File: src/rtl/audio_sample_streamer_if.sv
// Bundle for the audio_sample_streamer. It carries three groups of signals:
//   - the upstream word stream (word_valid, word_data, word_ready),
//   - the playback mode,
//   - the codec write handshake, plus an underrun pulse and a debug view of the FSM state.
//
// Handshake rules:
//   - Upstream: a word transfers on a rising clock edge when word_valid and word_ready are both 1.
//   - Codec: the streamer raises write_s only after it has seen write_ready=1. It holds write_s and
//     writedata_* stable until the codec drops write_ready, which marks the sample as taken.
interface audio_sample_streamer_if;
    logic        word_valid;
    logic [31:0] word_data;
    logic        word_ready;
    logic [1:0]  mode;
    logic        write_ready;
    logic        write_s;
    logic [15:0] writedata_left;
    logic [15:0] writedata_right;
    logic        underrun;
    logic [1:0]  state_dbg;

    // Streamer side
    modport master (
        input  word_valid, word_data, mode, write_ready,
        output word_ready, write_s, writedata_left, writedata_right, underrun, state_dbg
    );

    // Environment side (upstream fetcher plus codec)
    modport slave (
        output word_valid, word_data, mode, write_ready,
        input  word_ready, write_s, writedata_left, writedata_right, underrun, state_dbg
    );
endinterface

File: src/rtl/audio_sample_streamer.sv
// audio_sample_streamer
//
// Buffers 32-bit flash words in a small FIFO and splits each word into two signed 16-bit samples,
// playing [15:0] first. Each sample is attenuated by 2**SHIFT, rounding toward zero, and then
// driven to the codec. The same sample goes to both the left and right channels.
//
// Optional feature: define STREAMER_UNDERRUN_CNT_EN to add a saturating underrun_count output.
module audio_sample_streamer #(
    parameter int SHIFT      = 6,
    parameter int FIFO_DEPTH = 4
) (
    input  logic                    CLOCK_50,
    input  logic                    reset,
    audio_sample_streamer_if.master bus
`ifdef STREAMER_UNDERRUN_CNT_EN
    ,
    output logic [15:0]             underrun_count
`endif
);
    localparam int AW = $clog2(FIFO_DEPTH);
    localparam int CW = AW + 1;
    localparam logic signed [16:0] BIAS = 17'((1 << SHIFT) - 1);

    typedef enum logic [1:0] {
        S_IDLE        = 2'd0,
        S_WAIT_READY  = 2'd1,
        S_SEND        = 2'd2,
        S_WAIT_ACCEPT = 2'd3
    } state_t;

    // FIFO storage and bookkeeping
    logic [31:0]   mem_q [FIFO_DEPTH];
    logic [AW-1:0] wr_ptr_q, rd_ptr_q;
    logic [CW-1:0] count_q, count_d;
    logic          fifo_full, fifo_empty, push, pop;

    // Playback state
    state_t        state_q, state_d;
    logic [1:0]    idx_q, idx_d;
    logic [1:0]    mode_q, mode_d;
    logic [31:0]   hold_q, hold_d;
    logic [1:0]    last_idx;
    logic          sel_hi;
    logic [15:0]   sample;
    logic signed [16:0] sample_ext, biased, shifted;
    logic [15:0]   atten;
    logic [15:0]   writedata_q, writedata_d;
    logic          write_s_q, write_s_d;
    logic          underrun_q, underrun_d;

    assign fifo_full  = (count_q == CW'(FIFO_DEPTH));
    assign fifo_empty = (count_q == '0);
    assign push       = bus.word_valid & ~fifo_full;

    // Fast mode plays only sample 0 of each word.
    // Slow mode plays four samples per word: lo, lo, hi, hi.
    // Normal mode (00 or 11) plays lo, then hi.
    always_comb begin
        unique case (mode_q)
            2'b01:   last_idx = 2'd0;
            2'b10:   last_idx = 2'd3;
            default: last_idx = 2'd1;
        endcase
    end

    // Pick the current half-word and attenuate it. Negative values are biased up by
    // 2**SHIFT-1 before the arithmetic shift, so the result rounds toward zero.
    always_comb begin
        sel_hi     = (mode_q == 2'b10) ? idx_q[1] : idx_q[0];
        sample     = sel_hi ? hold_q[31:16] : hold_q[15:0];
        sample_ext = {sample[15], sample};
        biased     = sample_ext + (sample[15] ? BIAS : 17'sd0);
        shifted    = biased >>> SHIFT;
        atten      = shifted[15:0];
    end

    // Next-state logic for the playback FSM. This block also decides when to pop the FIFO.
    always_comb begin
        state_d     = state_q;
        idx_d       = idx_q;
        mode_d      = mode_q;
        hold_d      = hold_q;
        pop         = 1'b0;
        underrun_d  = 1'b0;
        writedata_d = writedata_q;
        unique case (state_q)
            S_IDLE: begin
                if (!fifo_empty) begin
                    pop     = 1'b1;
                    hold_d  = mem_q[rd_ptr_q];
                    mode_d  = bus.mode;
                    idx_d   = 2'd0;
                    state_d = S_WAIT_READY;
                end
            end
            S_WAIT_READY: begin
                if (bus.write_ready) state_d = S_SEND;
            end
            S_SEND: begin
                writedata_d = atten;
                state_d     = S_WAIT_ACCEPT;
            end
            S_WAIT_ACCEPT: begin
                if (!bus.write_ready) begin
                    if (idx_q != last_idx) begin
                        idx_d   = idx_q + 2'd1;
                        state_d = S_WAIT_READY;
                    end else if (!fifo_empty) begin
                        pop     = 1'b1;
                        hold_d  = mem_q[rd_ptr_q];
                        mode_d  = bus.mode;
                        idx_d   = 2'd0;
                        state_d = S_WAIT_READY;
                    end else begin
                        underrun_d = 1'b1;
                        state_d    = S_IDLE;
                    end
                end
            end
            default: state_d = S_IDLE;
        endcase
        write_s_d = (state_d == S_WAIT_ACCEPT);
    end

    // Next FIFO occupancy. When a push and a pop land on the same edge, the count is unchanged.
    always_comb begin
        unique case ({push, pop})
            2'b10:   count_d = count_q + CW'(1);
            2'b01:   count_d = count_q - CW'(1);
            default: count_d = count_q;
        endcase
    end

    // FIFO word storage. It has no reset because entries are only read while the count is nonzero.
    always_ff @(posedge CLOCK_50) begin
        if (push) mem_q[wr_ptr_q] <= bus.word_data;
    end

    // Registered FIFO pointers, FSM state, and codec-facing outputs
    always_ff @(posedge CLOCK_50) begin
        if (reset) begin
            wr_ptr_q    <= '0;
            rd_ptr_q    <= '0;
            count_q     <= '0;
            state_q     <= S_IDLE;
            idx_q       <= '0;
            mode_q      <= '0;
            hold_q      <= '0;
            writedata_q <= '0;
            write_s_q   <= 1'b0;
            underrun_q  <= 1'b0;
        end else begin
            if (push) wr_ptr_q <= wr_ptr_q + AW'(1);
            if (pop)  rd_ptr_q <= rd_ptr_q + AW'(1);
            count_q     <= count_d;
            state_q     <= state_d;
            idx_q       <= idx_d;
            mode_q      <= mode_d;
            hold_q      <= hold_d;
            writedata_q <= writedata_d;
            write_s_q   <= write_s_d;
            underrun_q  <= underrun_d;
        end
    end

`ifdef STREAMER_UNDERRUN_CNT_EN
    logic [15:0] ucnt_q;

    // Saturating count of underrun pulses. Only reset clears it.
    always_ff @(posedge CLOCK_50) begin
        if (reset)                                  ucnt_q <= '0;
        else if (underrun_d && ucnt_q != 16'hFFFF)  ucnt_q <= ucnt_q + 16'd1;
    end

    assign underrun_count = ucnt_q;
`endif

    assign bus.word_ready      = ~fifo_full;
    assign bus.write_s         = write_s_q;
    assign bus.writedata_left  = writedata_q;
    assign bus.writedata_right = writedata_q;
    assign bus.underrun        = underrun_q;
    assign bus.state_dbg       = state_q;
endmodule
File: src/flat_wrapper.sv
// flat-port wrapper written by rule: the top's interface ports become plain ports
module audio_sample_streamer_flat 
#(
    parameter int SHIFT      = 6,
    parameter int FIFO_DEPTH = 4
)
  (CLOCK_50, reset, bus_word_valid, bus_word_data, bus_mode, bus_write_ready, bus_word_ready, bus_write_s, bus_writedata_left, bus_writedata_right, bus_underrun, bus_state_dbg);
  audio_sample_streamer_if bus_i ();
  input  logic CLOCK_50;
  input  logic reset;
  input wire logic [$bits(bus_i.word_valid)-1:0] bus_word_valid;
  input wire logic [$bits(bus_i.word_data)-1:0] bus_word_data;
  input wire logic [$bits(bus_i.mode)-1:0] bus_mode;
  input wire logic [$bits(bus_i.write_ready)-1:0] bus_write_ready;
  output wire logic [$bits(bus_i.word_ready)-1:0] bus_word_ready;
  output wire logic [$bits(bus_i.write_s)-1:0] bus_write_s;
  output wire logic [$bits(bus_i.writedata_left)-1:0] bus_writedata_left;
  output wire logic [$bits(bus_i.writedata_right)-1:0] bus_writedata_right;
  output wire logic [$bits(bus_i.underrun)-1:0] bus_underrun;
  output wire logic [$bits(bus_i.state_dbg)-1:0] bus_state_dbg;
  assign bus_i.word_valid = bus_word_valid;
  assign bus_i.word_data = bus_word_data;
  assign bus_i.mode = bus_mode;
  assign bus_i.write_ready = bus_write_ready;
  assign bus_word_ready = bus_i.word_ready;
  assign bus_write_s = bus_i.write_s;
  assign bus_writedata_left = bus_i.writedata_left;
  assign bus_writedata_right = bus_i.writedata_right;
  assign bus_underrun = bus_i.underrun;
  assign bus_state_dbg = bus_i.state_dbg;
  audio_sample_streamer #(.SHIFT(SHIFT), .FIFO_DEPTH(FIFO_DEPTH)) u_core (.CLOCK_50(CLOCK_50), .reset(reset), .bus(bus_i));
endmodule
File: config.mk
export PLATFORM = sky130hd
export DESIGN_NAME = audio_sample_streamer_flat
export DESIGN_NICKNAME = d
export VERILOG_FILES = /design/src/rtl/audio_sample_streamer_if.sv /design/src/rtl/audio_sample_streamer.sv /design/src/flat_wrapper.sv
export SDC_FILE = /design/constraint.sdc
export NUM_CORES = 1
export LEC_CHECK = 0
export ABC_CLOCK_PERIOD_IN_PS = 3380
export BUFFER_PORTS_ARGS = -buffer_cell sky130_fd_sc_hd__buf_2
export CELL_PAD_IN_SITES_DETAIL_PLACEMENT = 1
export CELL_PAD_IN_SITES_GLOBAL_PLACEMENT = 2
export CORE_MARGIN = 2
export CORE_UTILIZATION = 30
export CTS_BUF_LIST = sky130_fd_sc_hd__clkbuf_4 sky130_fd_sc_hd__clkbuf_8
export DETAILED_ROUTE_END_ITERATION = 10
export PLACE_DENSITY = 0.66
export REMOVE_ABC_BUFFERS = 1
export SLEW_MARGIN = 15
export SYNTH_ARGS = -nofsm -noshare
export SYNTH_HDL_FRONTEND = slang
export SYNTH_SLANG_ARGS = --single-unit
File: constraint.sdc
create_clock -name CLOCK_50 -period 3.38 [get_ports CLOCK_50]
set_input_delay 0.169 -clock CLOCK_50 [delete_from_list [all_inputs] [get_ports CLOCK_50]]
set_output_delay 0.169 -clock CLOCK_50 [all_outputs]
set_load 0.01 [all_outputs]
==> tab_implementation.tex <==
\begin{tabular}{lr}
\hline
Metric & Value \\
\hline
\multicolumn{2}{l}{\textbf{Floorplanning}} \\
Row count & 59 \\
Effective utilization at floorplan & 0.305 \\
Core footprint & 26100 um\^{}2 \\
Total I/O pin count & between 70 and 80 \\
Area enclosed by the die boundary & 27800 um\^{}2 \\
Die span in x & 167 um \\
Height of the chip & 167 um \\
\multicolumn{2}{l}{\textbf{Yosys}} \\
Cell types with the highest counts after synthesis & sky130\_fd\_sc\_hd\_\_edfxtp\_1, sky130\_fd\_sc\_hd\_\_dfxtp\_1, sky130\_fd\_sc\_hd\_\_nand3\_1, sky130\_fd\_sc\_hd\_\_a21oi\_1, sky130\_fd\_sc\_hd\_\_o21ai\_0 \\
Fraction of synthesis flops using an asynchronous set or reset pin & 0 \\
Most instantiated flip-flop cell in the synthesis netlist & sky130\_fd\_sc\_hd\_\_edfxtp\_1 \\
Number of distinct library cell variants in the gate-level netlist after synthesis & 60 \\
Cells taking the most area after synthesis & sky130\_fd\_sc\_hd\_\_edfxtp\_1, sky130\_fd\_sc\_hd\_\_dfxtp\_1, sky130\_fd\_sc\_hd\_\_mux4\_2 \\
Compound-gate portion of the synthesized area & 0.0933 \\
Cells after Synth & 565 \\
Post-synthesis adder-cell area fraction & 0.0214 \\
Average instance area after synthesis & 14.1 um\^{}2 \\
Post-Synth Simple-Gate Area & 0.0787 \\
Library cell with the largest summed area after synthesis & sky130\_fd\_sc\_hd\_\_edfxtp\_1 \\
Multiplexer fraction of the synthesized cell area & 0.125 \\
Dominant combinational cell family by area after synthesis & multiplexers \\
Fraction of the yosys area taken by sequential cells & 0.635 \\
Portion of synthesized cell area occupied by the leading cell type & 0.484 \\
Xor/xnor share of the synthesized area & 0.00441 \\
Post-synth EDFFs & 128 \\
Cell area after technology mapping & 7950 um\^{}2 \\
Ys Warns & 0 \\
Dominant cell by count in the synthesized netlist & sky130\_fd\_sc\_hd\_\_edfxtp\_1 \\
Synth Register Bits & 188 \\
\multicolumn{2}{l}{\textbf{Timing}} \\
Number of hold violations in the final report & 0 \\
Unrepaired setup endpoints after global routing & yes \\
Worst slew margin relative to its limit & 0.327 \\
Minimum clock period after layout & approximately 3.3 ns \\
Total count of max-transition violations in the final report & 0 \\
Setup violation total in the final timing report & 0 \\
Ratio of final minimum period to clock period & 0.962 \\
Setup Skew & 0.0103 ns \\
Slew of the pin with the lowest slew margin & 1.01 ns \\
Fmax achieved & 308 MHz \\
\multicolumn{2}{l}{\textbf{GRT}} \\
Pin count of the biggest net entering global routing & 37 \\
Initial antenna violation count & 0 \\
Wire length of the first global-routing pass & 29600 um \\
Number of global-route vias before repair & 5412 \\
Sum of overflow across all layers after global routing & 0 \\
Gr usage total & 0.135 \\
\multicolumn{2}{l}{\textbf{Worst setup path}} \\
Critical Path Source Type & flop \\
Worst endpoint required time & 3.73 ns \\
Arrival time at the worst endpoint & approximately 3.6 ns \\
Max FO, Critical Path & 20 \\
Worst setup path category & reg -> reg \\
Crit path capture type & flop \\
\multicolumn{2}{l}{\textbf{Finish}} \\
Antenna fix cells & 0 \\
Area growth from synthesis to layout & 17.5\% \\
Final standard cell count with taps included and fillers excluded & 1001 \\
Seq. cell area & 5050 um\^{}2 \\
Total area of multi-input combinational cells & 2580 um\^{}2 \\
Ratio of cells with drive above 1 in the final layout & 0.257 \\
Number of filler instances in the final layout & 2760 \\
Post-route design area & 9340 um\^{}2 \\
Post-layout nets & roughly 700 \\
\multicolumn{2}{l}{\textbf{Clock tree}} \\
H-tree depth reported by CTS & 4 \\
Number of buffers created by CTS & 17 \\
Max Buffers Root-to-Sink & 2 \\
Total clock sinks & 188 \\
Clock Latency Late Sink & 0.46 ns \\
Root buffer selected by CTS & sky130\_fd\_sc\_hd\_\_clkbuf\_8 \\
CTS tree & built \\
Clock edge transition at the registers on the reported setup and hold paths & 0.10 ns \\
\multicolumn{2}{l}{\textbf{Detailed routing}} \\
First-pass iteration count of the detailed router & 4 \\
Detailed Route Iter0 Violations & 270 \\
Vias/cell & 4.92 \\
Total via count in the routed design & a little under 5000 \\
Number of remaining DRC errors & 0 \\
Total Wirelength & 18000 um \\
Routed wire length per instance & 18.0 um \\
Residual antenna-violating net count after detailed routing & 0 \\
\multicolumn{2}{l}{\textbf{Power and ir drop}} \\
Overall power consumption & 6.65 mW \\
Peak supply drop & 339 uV \\
Leak & 3.14 nW \\
P per Cell Area & around 710 nW/um\^{}2 \\
\multicolumn{2}{l}{\textbf{Outcome}} \\
Run status & finished, final reports clean \\
\multicolumn{2}{l}{\textbf{Place}} \\
DP Wirelength & approximately 12000 um \\
Routability congestion estimate & 0.750 \\
Cells after DPL & 933 \\
Placed standard-cell area & 8560 um\^{}2 \\
Number of port buffers & 74 \\
\multicolumn{2}{l}{\textbf{Hold path}} \\
Hold Path Class & in -> reg \\
\multicolumn{2}{l}{\textbf{Flow run}} \\
Total of max-cap violations & 0 \\
\hline
\end{tabular}
## timing repair
action / CTS / global route
buffers inserted: 0 / 1
resized for setup: 0 / 2
setup endpoints to repair: 0 / 11
hold buffers: 35 / 0
hold endpoints to repair: 131 / 0
## layout by cell type, fill, tap and decap left out, types with 3 or more instances in the layout
master / synthesis / layout
sky130_fd_sc_hd__nor3b_1: 4 / 4
sky130_fd_sc_hd__mux2_2: 11 / 11
sky130_fd_sc_hd__mux2i_1: 13 / 13
sky130_fd_sc_hd__buf_4: 23 / 11
sky130_fd_sc_hd__nor2b_1: 4 / 4
sky130_fd_sc_hd__o21ai_0: 37 / 37
sky130_fd_sc_hd__inv_1: 11 / 11
sky130_fd_sc_hd__edfxtp_1: 128 / 128
sky130_fd_sc_hd__o211ai_1: 9 / 9
sky130_fd_sc_hd__clkbuf_8: 0 / 17
sky130_fd_sc_hd__mux4_2: 32 / 32
sky130_fd_sc_hd__nand2b_1: 8 / 7
sky130_fd_sc_hd__ha_1: 12 / 12
sky130_fd_sc_hd__and3_1: 6 / 6
sky130_fd_sc_hd__buf_2: 6 / 74
sky130_fd_sc_hd__nor3_1: 7 / 7
sky130_fd_sc_hd__nor2_1: 15 / 14
sky130_fd_sc_hd__dlygate4sd3_1: 0 / 35
sky130_fd_sc_hd__inv_8: 0 / 5
sky130_fd_sc_hd__nand2_1: 12 / 12
sky130_fd_sc_hd__a21oi_1: 43 / 43
sky130_fd_sc_hd__o31ai_1: 3 / 3
sky130_fd_sc_hd__dfxtp_1: 60 / 59
sky130_fd_sc_hd__nand3_1: 48 / 48
## routing by layer
metal,up-vias,part of all wire,global-route usage
met1,2499,0.44,0.165
met2,69,0.52,0.240
li1,2337,-,-
met3,22,0.022,0.0240
met4,0,0.019,0.0484
met5,-,0,0
## cells by family after synthesis
family,after synthesis
DFF,188
and+or+nand+nor,119
xor gates and xnor gates,4
muxes,57
buffers and inverters,64
AOI/OAI and AO/OA,120
adders and majority gates,13
## metrics by stage
stage,setup WS (ns),utilization,TNS [ns],hold slack [ns]
after detailed placement,0.00747,0.328,0,0.388
final,0.129,0.358,0,0.186
after floorplan,0.359,-,0,0.238
after CTS,0.0146,0.357,0,0.155
after global placement,0.220,0.328,0,0.378
after global routing,-0.0309,0.358,-0.0703,0.152
## power breakdown
part | switching (mW) | internal [mW] | leakage, nW
Sequential | 0.315 | 2.88 | 1.66
Clock | 0.882 | 0.623 | 0.200
Combinational | 1.12 | 0.839 | 1.28
Total | 2.31 | 4.34 | 3.14
## worst paths after layout
check	startpoint	to	slack, ns	depth (start not counted)
max	u_core.idx_q[1]$_SDFFE_PP0P_	u_core.bus.writedata_left[6]$_SDFFE_PP0P_	0.13	10
min	bus_word_valid	u_core.wr_ptr_q[1]$_SDFFE_PP0P_	0.19	4
max reg2reg	u_core.idx_q[1]$_SDFFE_PP0P_	u_core.bus.writedata_left[6]$_SDFFE_PP0P_	0.13	10
min reg2reg	u_core.hold_q[18]$_SDFFE_PP0P_	u_core.hold_q[18]$_SDFFE_PP0P_	0.49	2
## critical path, cell delays in order, from the launching register on
cell and delay, ns:
sky130_fd_sc_hd__dfxtp_1 0.48, sky130_fd_sc_hd__and3b_1 0.30, sky130_fd_sc_hd__a21o_4 0.13, sky130_fd_sc_hd__buf_4 0.32
sky130_fd_sc_hd__mux2_2 0.38, sky130_fd_sc_hd__ha_1 0.20, sky130_fd_sc_hd__a21oi_1 0.25, sky130_fd_sc_hd__nand3_1 0.17
sky130_fd_sc_hd__a32oi_4 0.46, sky130_fd_sc_hd__o41ai_1 0.18, sky130_fd_sc_hd__a32o_1 0.27
## cell type report
class / count / area share
flip-flops and latches: 188 / 0.540
clock buffers: 17 / 0.0250
clock inverters: 15 / 0.0185
well taps: 335 / 0.0449
inverters: 11 / 0.00442
multi-input cells: 313 / 0.277
repair buffers: 122 / 0.0903
## registers in the layout (all words and copies together) (netlist names), named ones only
register / cells
u_core.hold_q: 32
u_core.mode_q: 2
u_core.bus.writedata_left: 11
u_core.bus.underrun: 1
u_core.bus.write_s: 1
u_core.idx_q: 2
u_core.bus.state_dbg: 2
u_core.rd_ptr_q: 2
u_core.count_q: 3
u_core.wr_ptr_q: 2
u_core.mem_q: 128
Note: power is estimated with default switching activity, not from simulation.
